<file path="src/rtl/audio_pkg.sv">
// Shared audio-path types and widths used by the I2S front end and the
// downstream filters.
package audio_pkg;

  localparam int AUDIO_SAMPLE_W = 16;

  typedef enum logic [1:0] {
    WAIT_WS,
    SHIFT,
    HOLD
  } i2s_rx_state_t;

endpackage

</file>
<file path="src/rtl/bit_sync.sv">
// Multi-flop synchronizer for a single asynchronous input.
module bit_sync #(
  parameter int STAGES = 2
) (
  input  logic clk,
  input  logic reset,
  input  logic d,
  output logic q
);

  logic [STAGES-1:0] ff;

  always_ff @(posedge clk) begin
    if (reset) ff <= '0;
    else       ff <= {ff[STAGES-2:0], d};
  end

  assign q = ff[STAGES-1];

endmodule

</file>
<file path="src/rtl/i2s_rx_deserializer.sv">
// I2S receiver: synchronizes the bus into clk, deserializes MSB-first words and
// presents a held signed sample plus a per-word toggle strobe.
module i2s_rx_deserializer
  import audio_pkg::*;
#(
  parameter int SAMPLE_W    = AUDIO_SAMPLE_W,
  parameter int SYNC_STAGES = 2
) (
  input  logic                clk,
  input  logic                reset,
  input  logic                i2s_bclk,
  input  logic                i2s_ws,
  input  logic                i2s_sd,
  output logic [SAMPLE_W-1:0] sample_out,
  output logic                sample_right,
  output logic                sample_valid,
  output logic                lr_toggle,
  output logic                frame_err
);

  localparam int NUM_PINS = 3;
  localparam int CNT_W    = $clog2(SAMPLE_W);
  localparam logic [CNT_W-1:0] LAST = CNT_W'(SAMPLE_W - 1);

  logic [NUM_PINS-1:0] pin, sync;
  logic bclk_s, ws_s, sd_s;

  assign pin = {i2s_sd, i2s_ws, i2s_bclk};

  for (genvar i = 0; i < NUM_PINS; i++) begin : g_sync
    bit_sync #(.STAGES(SYNC_STAGES)) u_sync (
      .clk  (clk),
      .reset(reset),
      .d    (pin[i]),
      .q    (sync[i])
    );
  end

  assign bclk_s = sync[0];
  assign ws_s   = sync[1];
  assign sd_s   = sync[2];

  logic bclk_q, ws_prev;
  logic bclk_rise, ws_chg;

  assign bclk_rise = bclk_s & ~bclk_q;
  assign ws_chg    = ws_s ^ ws_prev;

  i2s_rx_state_t       state, state_n;
  logic [CNT_W-1:0]    cnt, cnt_n;
  logic [SAMPLE_W-1:0] shreg, shreg_n, word;
  logic [SAMPLE_W-1:0] out_n;
  logic                chan, chan_n;
  logic                right_n, valid_n, lr_n, err_n;

  assign word = {shreg[SAMPLE_W-2:0], sd_s};

  always_ff @(posedge clk) begin
    if (reset) begin
      state        <= WAIT_WS;
      cnt          <= '0;
      shreg        <= '0;
      chan         <= 1'b0;
      bclk_q       <= 1'b0;
      ws_prev      <= 1'b0;
      sample_out   <= '0;
      sample_right <= 1'b0;
      sample_valid <= 1'b0;
      lr_toggle    <= 1'b0;
      frame_err    <= 1'b0;
    end else begin
      state        <= state_n;
      cnt          <= cnt_n;
      shreg        <= shreg_n;
      chan         <= chan_n;
      bclk_q       <= bclk_s;
      if (bclk_rise) ws_prev <= ws_s;
      sample_out   <= out_n;
      sample_right <= right_n;
      sample_valid <= valid_n;
      lr_toggle    <= lr_n;
      frame_err    <= err_n;
    end
  end

  // The bit sampled on a ws-change rise is the previous word's LSB; the new
  // word's MSB arrives on the following rise, so the change rise never shifts.
  always_comb begin
    state_n = state;
    cnt_n   = cnt;
    shreg_n = shreg;
    chan_n  = chan;
    out_n   = sample_out;
    right_n = sample_right;
    valid_n = 1'b0;
    lr_n    = lr_toggle;
    err_n   = 1'b0;
    if (bclk_rise) begin
      case (state)
        WAIT_WS, HOLD: begin
          if (ws_chg) begin
            chan_n  = ws_s;
            cnt_n   = '0;
            state_n = SHIFT;
          end
        end
        SHIFT: begin
          if (ws_chg) begin
            err_n   = 1'b1;
            chan_n  = ws_s;
            cnt_n   = '0;
            shreg_n = '0;
          end else begin
            shreg_n = word;
            if (cnt == LAST) begin
              out_n   = word;
              right_n = chan;
              valid_n = 1'b1;
              lr_n    = ~lr_toggle;
              cnt_n   = '0;
              state_n = HOLD;
            end else begin
              cnt_n = cnt + CNT_W'(1);
            end
          end
        end
        default: state_n = WAIT_WS;
      endcase
    end
  end

endmodule

</file>
<file path="config.mk">
export PLATFORM = sky130hd
export DESIGN_NAME = i2s_rx_deserializer
export DESIGN_NICKNAME = d
export VERILOG_FILES = /design/src/rtl/audio_pkg.sv /design/src/rtl/bit_sync.sv /design/src/rtl/i2s_rx_deserializer.sv
export SDC_FILE = /design/constraint.sdc
export NUM_CORES = 1
export LEC_CHECK = 0
export CORE_ASPECT_RATIO = 2
export CORE_MARGIN = 3
export CORE_UTILIZATION = 56
export DETAILED_ROUTE_END_ITERATION = 12
export PLACE_DENSITY = 0.79
export SLEW_MARGIN = 15
export SYNTH_ARGS = -nofsm -noshare
export SYNTH_HDL_FRONTEND = slang
export SYNTH_SLANG_ARGS = --single-unit
</file>
<file path="constraint.sdc">
create_clock -name clk -period 2.9 [get_ports clk]
set_clock_uncertainty 0.05 [all_clocks]
set_input_delay 0.58 -clock clk [delete_from_list [all_inputs] [get_ports clk]]
set_output_delay 0.58 -clock clk [all_outputs]
set_load 0.05 [all_outputs]
</file>
==> flow_summary.rst, run 1 <==
.. list-table::
   :header-rows: 1

   * - Metric
     - Value
   * - Max stage delay on crit path
     - 820 ps
   * - Most instantiated library cell after synthesis
     - dfxtp_1
   * - Floorplan die area
     - 0.00401 mm2
   * - Tmin final
     - 2100 ps
   * - Number of port buffers
     - 24
   * - Detailed-route vias per instance
     - 5.64
   * - Core area
     - 0.00305 mm2
   * - Nature of the critical path endpoint
     - output pin
   * - Cell count after synthesis
     - 181
   * - Vias in the first global route
     - 1314
   * - Remaining antenna violation count
     - 0
   * - TritonRoute pass-1 iters
     - 4
   * - Synth Register Bits
     - 50
   * - Die extent in x
     - 46.3 um
   * - Count of non-filler cells in the finished layout
     - 237
   * - Clock network power share
     - 35.0%
   * - Average instance area after synthesis
     - 10.0 um2
   * - Delay-heaviest family, CP
     - buffers and inverters
   * - Data arrival time of the critical path
     - 1470 ps
   * - Status
     - complete, no violations
   * - Clock latency at the later pin of the worst-skew pair
     - 300 ps
   * - WL final
     - 3400 um
   * - Fin worst setup slack
     - 803 ps
   * - Number of hold violations in the final report
     - 0
   * - Clock net sink count
     - 50
   * - Num ports
     - 25
   * - Smallest hold slack
     - 408 ps
   * - Kind of critical path
     - flop to output pin
   * - Number of setup violations in the final report
     - 0
   * - Seq pwr share
     - 62.4%
   * - Hold Path Class
     - flop to flop
   * - Cell area power density
     - 512 mW/mm2
   * - Via count of the routed design
     - 1336
   * - Final setup TNS
     - 0 ps
   * - Prevailing post-synth register cell
     - dfxtp_1
   * - Proportion of netlist area held by the largest area contributor
     - 55.1%
   * - Final-layout fill cell count
     - 237
   * - Part of the cycle the worst path needs
     - 72.3%
   * - Number of buffers and inverters on the critical path
     - 1
   * - Grt ovf
     - 0
   * - Yosys warns
     - 0
   * - Clock transition at path regs
     - 80 ps
   * - Clock buffer count from CTS
     - 5
   * - Most numerous cell types in the synthesized netlist
     - 50 x dfxtp_1, 39 x nor2_1, 18 x a22oi_1, 17 x mux2i_1, 9 x nor2b_1
   * - Die height
     - 86.6 um
   * - Slew @ Worst Pin
     - 673 ps
   * - Global placement routability congestion
     - 0.703
   * - Estimated wirelength of the detail-placed design
     - 2430 um
   * - Post-synthesis instance area
     - 0.00182 mm2
   * - Max Clock Freq
     - 477 MHz
   * - Signed area change from the synthesized netlist to the final layout
     - 19.6%
   * - Ranking of synthesized cells by area
     - dfxtp_1 55%, mux2i_1 9.4%, nor2_1 8.1%, a22oi_1 7.4%, nor2b_1 3.1%
   * - Number of flops mapped to enable cells by yosys
     - 0
   * - Startpoint types
     - flop
   * - Syn_nets
     - 187
   * - Maximum root-to-sink buffer count
     - 2
   * - Final Max Slew Viols
     - 0
   * - Cell breakdown of the critical path
     - clkdlybuf4s50_1
   * - CTS tree
     - built
   * - Number of antenna repair diodes
     - 0
   * - # placed instances
     - 229
   * - Worst-case setup slack after placement
     - 821 ps
   * - Switching fraction of total power
     - 21.6%
   * - Share of post-route cells with drive strength above 1
     - 10.1%
   * - Highest net fanout along the worst path
     - 2
   * - Number of unique standard cell types used by synthesis
     - 31
   * - Initial cell density of the core
     - 59.6%
   * - Master cell of the clock root buffer
     - clkbuf_8
   * - Setup repair after global routing missed its margin
     - false
   * - Pin count of the biggest net entering global routing
     - 20
   * - Post-synthesis cell type with the largest combined area
     - dfxtp_1
   * - Leak pwr
     - 0.754 nW
   * - # H-tree levels
     - 2
   * - Post-CTS Hold Buffers
     - 0
   * - Number of nets in the final layout
     - 212
   * - Routed wirelength normalized by instance count
     - 14.3 um
   * - Remaining max-slew budget at the tightest pin
     - 55.0%
   * - DRC violations left
     - 0
   * - Maximum VDD drop
     - 0.403 mV
   * - Violation count after the first detailed-routing iteration
     - 39
   * - Net Switching
     - 0.000240 W
   * - Required time worst endpoint
     - 2270 ps
   * - Internal power contribution
     - 0.000872 W
   * - Post-CTS setup-driven buffer insertion count
     - 0
   * - Total of max-cap violations
     - 0
   * - Std-Cell Rows
     - 28
   * - Cell type of the slowest stage on the worst timing path
     - clkdlybuf4s50_1
   * - Share of async-settable or async-resettable flops after synthesis
     - 0%
   * - Comb pwr share
     - 2.6%
   * - Antenna violations before repair
     - 0
   * - Global Route Usage Sum
     - 19.7%
   * - Wire length of the first global-routing pass
     - 5890 um
   * - Sequential fraction of the synthesis area
     - 55.1%
   * - CTS-repair resized insts
     - 0
-- cell usage in the layout, fill, tap and decap left out, types with 2 or more instances in the layout --
cell and instances:
dfxtp_1 50, nor2_1 39, clkdlybuf4s50_1 24, a22oi_1 18, mux2i_1 17, nor2b_1 9, buf_4 6, clkbuf_8 5
inv_1 4, a21oi_1 4, o21ai_0 4, nand3_1 3, xnor2_1 2, nor3_1 2, nand2_1 2
-- state kept, by name, indices dropped and copies added (netlist names) --
name              cells
bclk_q                1
chan                  1
cnt                   4
frame_err             1
g_sync.u_sync.ff      6
lr_toggle             1
sample_out           16
sample_right          1
sample_valid          1
shreg                15
state                 2
ws_prev               1
-- kinds of logic (layout without fill, tap and decap cells) --
logic type / count (synthesis) / count (layout) / share of synthesized area [%]
multiplexers: 17 / 17 / 9.37
adder cells (fa/ha/maj): 1 / 1 / 0.689
buffers and inverters: 16 / 42 / 4.34
XOR/XNOR: 3 / 3 / 1.86
AO/OA/AOI/OAI: 33 / 33 / 13.1
AND/OR/NAND/NOR: 61 / 61 / 15.6
flip-flops: 50 / 50 / 55.1
-- worst register-to-register path, cell delays in order (launching register included) --
cell and delay [ps]:
dfxtp_1 420, ha_1 270, nand3_1 200, nor3_4 240, buf_4 230, mux2i_1 260, nor2_1 60
-- power by group through the flow --
stage               clock network, W   logic, W  registers (W)
global placement                   0  0.0000279       0.000710
global route                0.000430  0.0000321       0.000695
finish                      0.000389  0.0000289       0.000694
floorplan                          0  0.0000195       0.000709
detailed placement                 0  0.0000290       0.000710
CTS                         0.000401  0.0000290       0.000694
-- metal layers --
metal | vias up | share of wire, % | track usage, %
li1 | 669 | - | -
met1 | 634 | 41 | 22.8
met2 | 25 | 54 | 32.8
met3 | 8 | 3.0 | 5.20
met4 | 0 | 1.9 | 8.29
met5 | - | 0 | 0
-- through the flow --
step	utilization, %	power [W]	area, um2
CTS	71.3	0.00112	2170
global placement	68.3	0.000738	2080
finish	71.3	0.00111	2170
global route	71.3	0.00116	2170
detailed placement	68.3	0.000739	2080
floorplan	-	0.000729	1820
-- worst paths after layout --
path / start / slack (ps) / cells past startpoint / end
hold reg to reg: g_sync[2].u_sync.ff[0] / 410 / 1 / g_sync[2].u_sync.ff[1]
hold / removal: g_sync[2].u_sync.ff[0] / 410 / 1 / g_sync[2].u_sync.ff[1]
setup reg to reg: cnt[0] / 1070 / 6 / sample_out[0]
setup / recovery: sample_out[0] / 800 / 1 / sample_out[0]
-- final cells by class --
type	count	area, um2	area share (%)
timing repair buffer	30	285	13.1
clock inverter	3	21.3	0.979
multi-input combinational	115	743	34.2
inverter	4	15.0	0.691
tap	30	37.5	1.73
sequential	50	1000	46.1
clock buffer	5	68.8	3.17
Note: power is estimated with default switching activity, not from simulation.
==> run 2, diff against run 1 <==
--- a/config.mk
+++ b/config.mk
@@ -7,9 +7,9 @@
 export LEC_CHECK = 0
 export CORE_ASPECT_RATIO = 2
 export CORE_MARGIN = 3
-export CORE_UTILIZATION = 56
+export CORE_UTILIZATION = 53
 export DETAILED_ROUTE_END_ITERATION = 12
-export PLACE_DENSITY = 0.79
+export PLACE_DENSITY = 0.76
 export SLEW_MARGIN = 15
 export SYNTH_ARGS = -nofsm -noshare
 export SYNTH_HDL_FRONTEND = slang
==> constraint.sdc (replaced) <==
create_clock -name clk -period 1.95 [get_ports clk]
set_clock_uncertainty 0.05 [all_clocks]
set_input_delay 0.39 -clock clk [delete_from_list [all_inputs] [get_ports clk]]
set_output_delay 0.39 -clock clk [all_outputs]
set_load 0.05 [all_outputs]
==> run 2 against run 1 <==
Effect of this change:
- count of clock-buffer cells in the layout is the same
- critical path depth unchanged
- non-clock buffer count increased by 3
- worst hold slack worse by 6.0 ps
- sequential power increased by 48%
- global-route usage decreased by 1.7 points
- clock power up 53%
- highest routed layer unchanged
- sequential share of layout area shrank 0.91 points
- power increased by 51%
- via count grew 2.8%
==> flow_summary.rst, run 2 (synthesis results as in run 1) <==
.. list-table::
   :header-rows: 1

   * - Metric
     - Value
   * - Wire length of the first global-routing pass
     - 5580 um (-5.3%)
   * - Kind of critical path
     - flop to output pin
   * - Number of buffers and inverters on the critical path
     - 1 (unchanged)
   * - Data arrival time of the critical path
     - 1450 ps (-20 ps)
   * - Cell area power density
     - 757 mW/mm2 (+48%)
   * - Part of the cycle the worst path needs
     - 96.8%
   * - Max Clock Freq
     - 530 MHz
   * - # H-tree levels
     - 2 (unchanged)
   * - DRC violations left
     - 0 (unchanged)
   * - Violation count after the first detailed-routing iteration
     - 17 (-56%)
   * - Cell breakdown of the critical path
     - clkdlybuf4s50_1
   * - Startpoint types
     - flop
   * - Number of antenna repair diodes
     - 0 (unchanged)
   * - Register containing the most flip-flops in the final layout
     - sample_out
   * - Maximum VDD drop
     - 0.599 mV (+49%)
   * - Post-CTS setup-driven buffer insertion count
     - 0 (unchanged)
   * - Slew @ Worst Pin
     - 523 ps (-150 ps)
   * - Number of hold violations in the final report
     - 0 (unchanged)
   * - Number of nets in the final layout
     - 215 (+1.4%)
   * - Pin count of the biggest net entering global routing
     - 28 (+40%)
   * - Final-layout fill cell count
     - 238 (+0.42%)
   * - Core area
     - 0.00323 mm2 (+6.0%)
   * - Non-Filler Cell Area, Final
     - 0.00222 mm2 (+2.0%)
   * - Clock latency at the later pin of the worst-skew pair
     - 300 ps (about the same)
   * - Remaining max-slew budget at the tightest pin
     - 65.1% (+10 points)
   * - Number of port buffers
     - 24 (unchanged)
   * - Die height
     - 88.8 um (+2.6%)
   * - Master cell of the clock root buffer
     - clkbuf_8
   * - Leak pwr
     - 0.864 nW (+15%)
   * - Signed area change from the synthesized netlist to the final layout
     - 22.0%
   * - Most frequent cells in the layout
     - 50 x dfxtp_1, 39 x nor2_1, 18 x a22oi_1
   * - Setup repair after global routing missed its margin
     - false
   * - Clock buffer count from CTS
     - 5 (unchanged)
   * - Highest net fanout along the worst path
     - 2 (unchanged)
   * - Worst r2r src
     - cnt[0]
   * - Detailed-route vias per instance
     - 5.70 (+1.1%)
   * - Via count of the routed design
     - 1373 (+2.8%)
   * - Initial cell density of the core
     - 56.3% (-3.3 points)
   * - WL final
     - 3300 um (-3.0%)
   * - Nature of the critical path endpoint
     - output pin
   * - Cell type of the slowest stage on the worst timing path
     - clkdlybuf4s50_1
   * - Maximum root-to-sink buffer count
     - 2 (unchanged)
   * - Final setup TNS
     - 0 ps (unchanged)
   * - Grt ovf
     - 0 (unchanged)
   * - Status
     - complete, no violations
   * - Clock transition at path regs
     - 90 ps (about the same)
   * - Worst min-delay path startpoint
     - g_sync[2].u_sync.ff[0]
   * - Total of max-cap violations
     - 0 (unchanged)
   * - Multi-input gate area
     - 743 um2 (unchanged)
   * - Floorplan die area
     - 0.00421 mm2 (+5.1%)
   * - Vias in the first global route
     - 1325 (+0.84%)
   * - Required time worst endpoint
     - 1510 ps (-760 ps)
   * - Antenna violations before repair
     - 0 (unchanged)
   * - Remaining antenna violation count
     - 0 (unchanged)
   * - Estimated wirelength of the detail-placed design
     - 2380 um (-2.0%)
   * - Number of flip-flops in the largest register
     - 16 (unchanged)
   * - TritonRoute pass-1 iters
     - 4 (unchanged)
   * - Hold Path Class
     - flop to flop
   * - Num ports
     - 25 (unchanged)
   * - Tmin final
     - 1890 ps
   * - Share of post-route cells with drive strength above 1
     - 14.8% (+4.6 points)
   * - Global placement routability congestion
     - 0.815 (+16%)
   * - Startpoint of the worst setup timing path
     - sample_out[7]
   * - Largest registers
     - sample_out: 16 flops, shreg: 15 flops, g_sync.u_sync.ff: 6 flops
   * - Commonest non-fill, non-tap cell in the layout
     - dfxtp_1
   * - Routed wirelength normalized by instance count
     - 13.7 um (-4.6%)
   * - Post-detailed-placement cell area
     - 0.00211 mm2 (+1.5%)
   * - Max stage delay on crit path
     - 800 ps (-20 ps)
   * - Total chip power
     - 0.00168 W (+51%)
   * - Delay-heaviest family, CP
     - buffers and inverters
   * - Final standard cell utilization of the core
     - 68.6% (-2.6 points)
   * - Std-Cell Rows
     - 29 (+3.6%)
   * - Die extent in x
     - 47.4 um (+2.4%)
   * - Final Max Slew Viols
     - 0 (unchanged)
   * - Global Route Usage Sum
     - 18.1% (-1.7 points)
   * - Clock net sink count
     - 50 (unchanged)
   * - CTS tree
     - built
   * - Area of all sequential standard cells
     - 0.00100 mm2 (unchanged)
   * - Number of setup violations in the final report
     - 0 (unchanged)
==> run 2: worst paths after layout <==
check,slack (ps),cells past startpoint,to
hold reg to reg,400,1,g_sync[2].u_sync.ff[1]
setup reg to reg,240,6,sample_out[9]
hold / removal,400,1,g_sync[2].u_sync.ff[1]
setup / recovery,60,1,sample_out[7]
==> run 2: per-layer routing <==
layer / GRT usage (%) / part of all wire (%)
met1: 20.1 / 41
met2: 29.2 / 53
met3: 4.48 / 3.5
met4: 11.1 / 3.3
met5: 0 / 0
==> run 2: what timing repair did <==
item                       CTS  global route
hold endpoints to repair     0             0
hold buffers                 0             0
gates resized for setup      0             4
setup endpoints to repair    0             4
==> run 2: where the power goes <==
group	switching (W)	internal (W)	total, W
Combinational	0.0000266	0.0000240	0.0000506
Clock	0.000339	0.000256	0.000596
Sequential	0.00000430	0.00103	0.00103
Total	0.000370	0.00131	0.00168
==> run 2: final cells by class <==
| type | instances | area share (%) |
|---|---|---|
| multi-input cells | 115 | 33.5 |
| inverters | 4 | 0.678 |
| flip-flops and latches | 50 | 45.2 |
| repair buffers | 33 | 14.7 |
| well taps | 31 | 1.75 |
| clock buffers | 5 | 3.11 |
| clock inverters | 3 | 1.07 |
==> run 2: through the flow <==
step / worst slack, ps / hold slack [ps] / instances
after CTS: 36.0 / 407 / 241
final: 61.5 / 402 / 241
after floorplan: 298 / 364 / 181
after global placement: 305 / 373 / 233
after global routing: 3.16 / 422 / 241
after detailed placement: 245 / 383 / 233
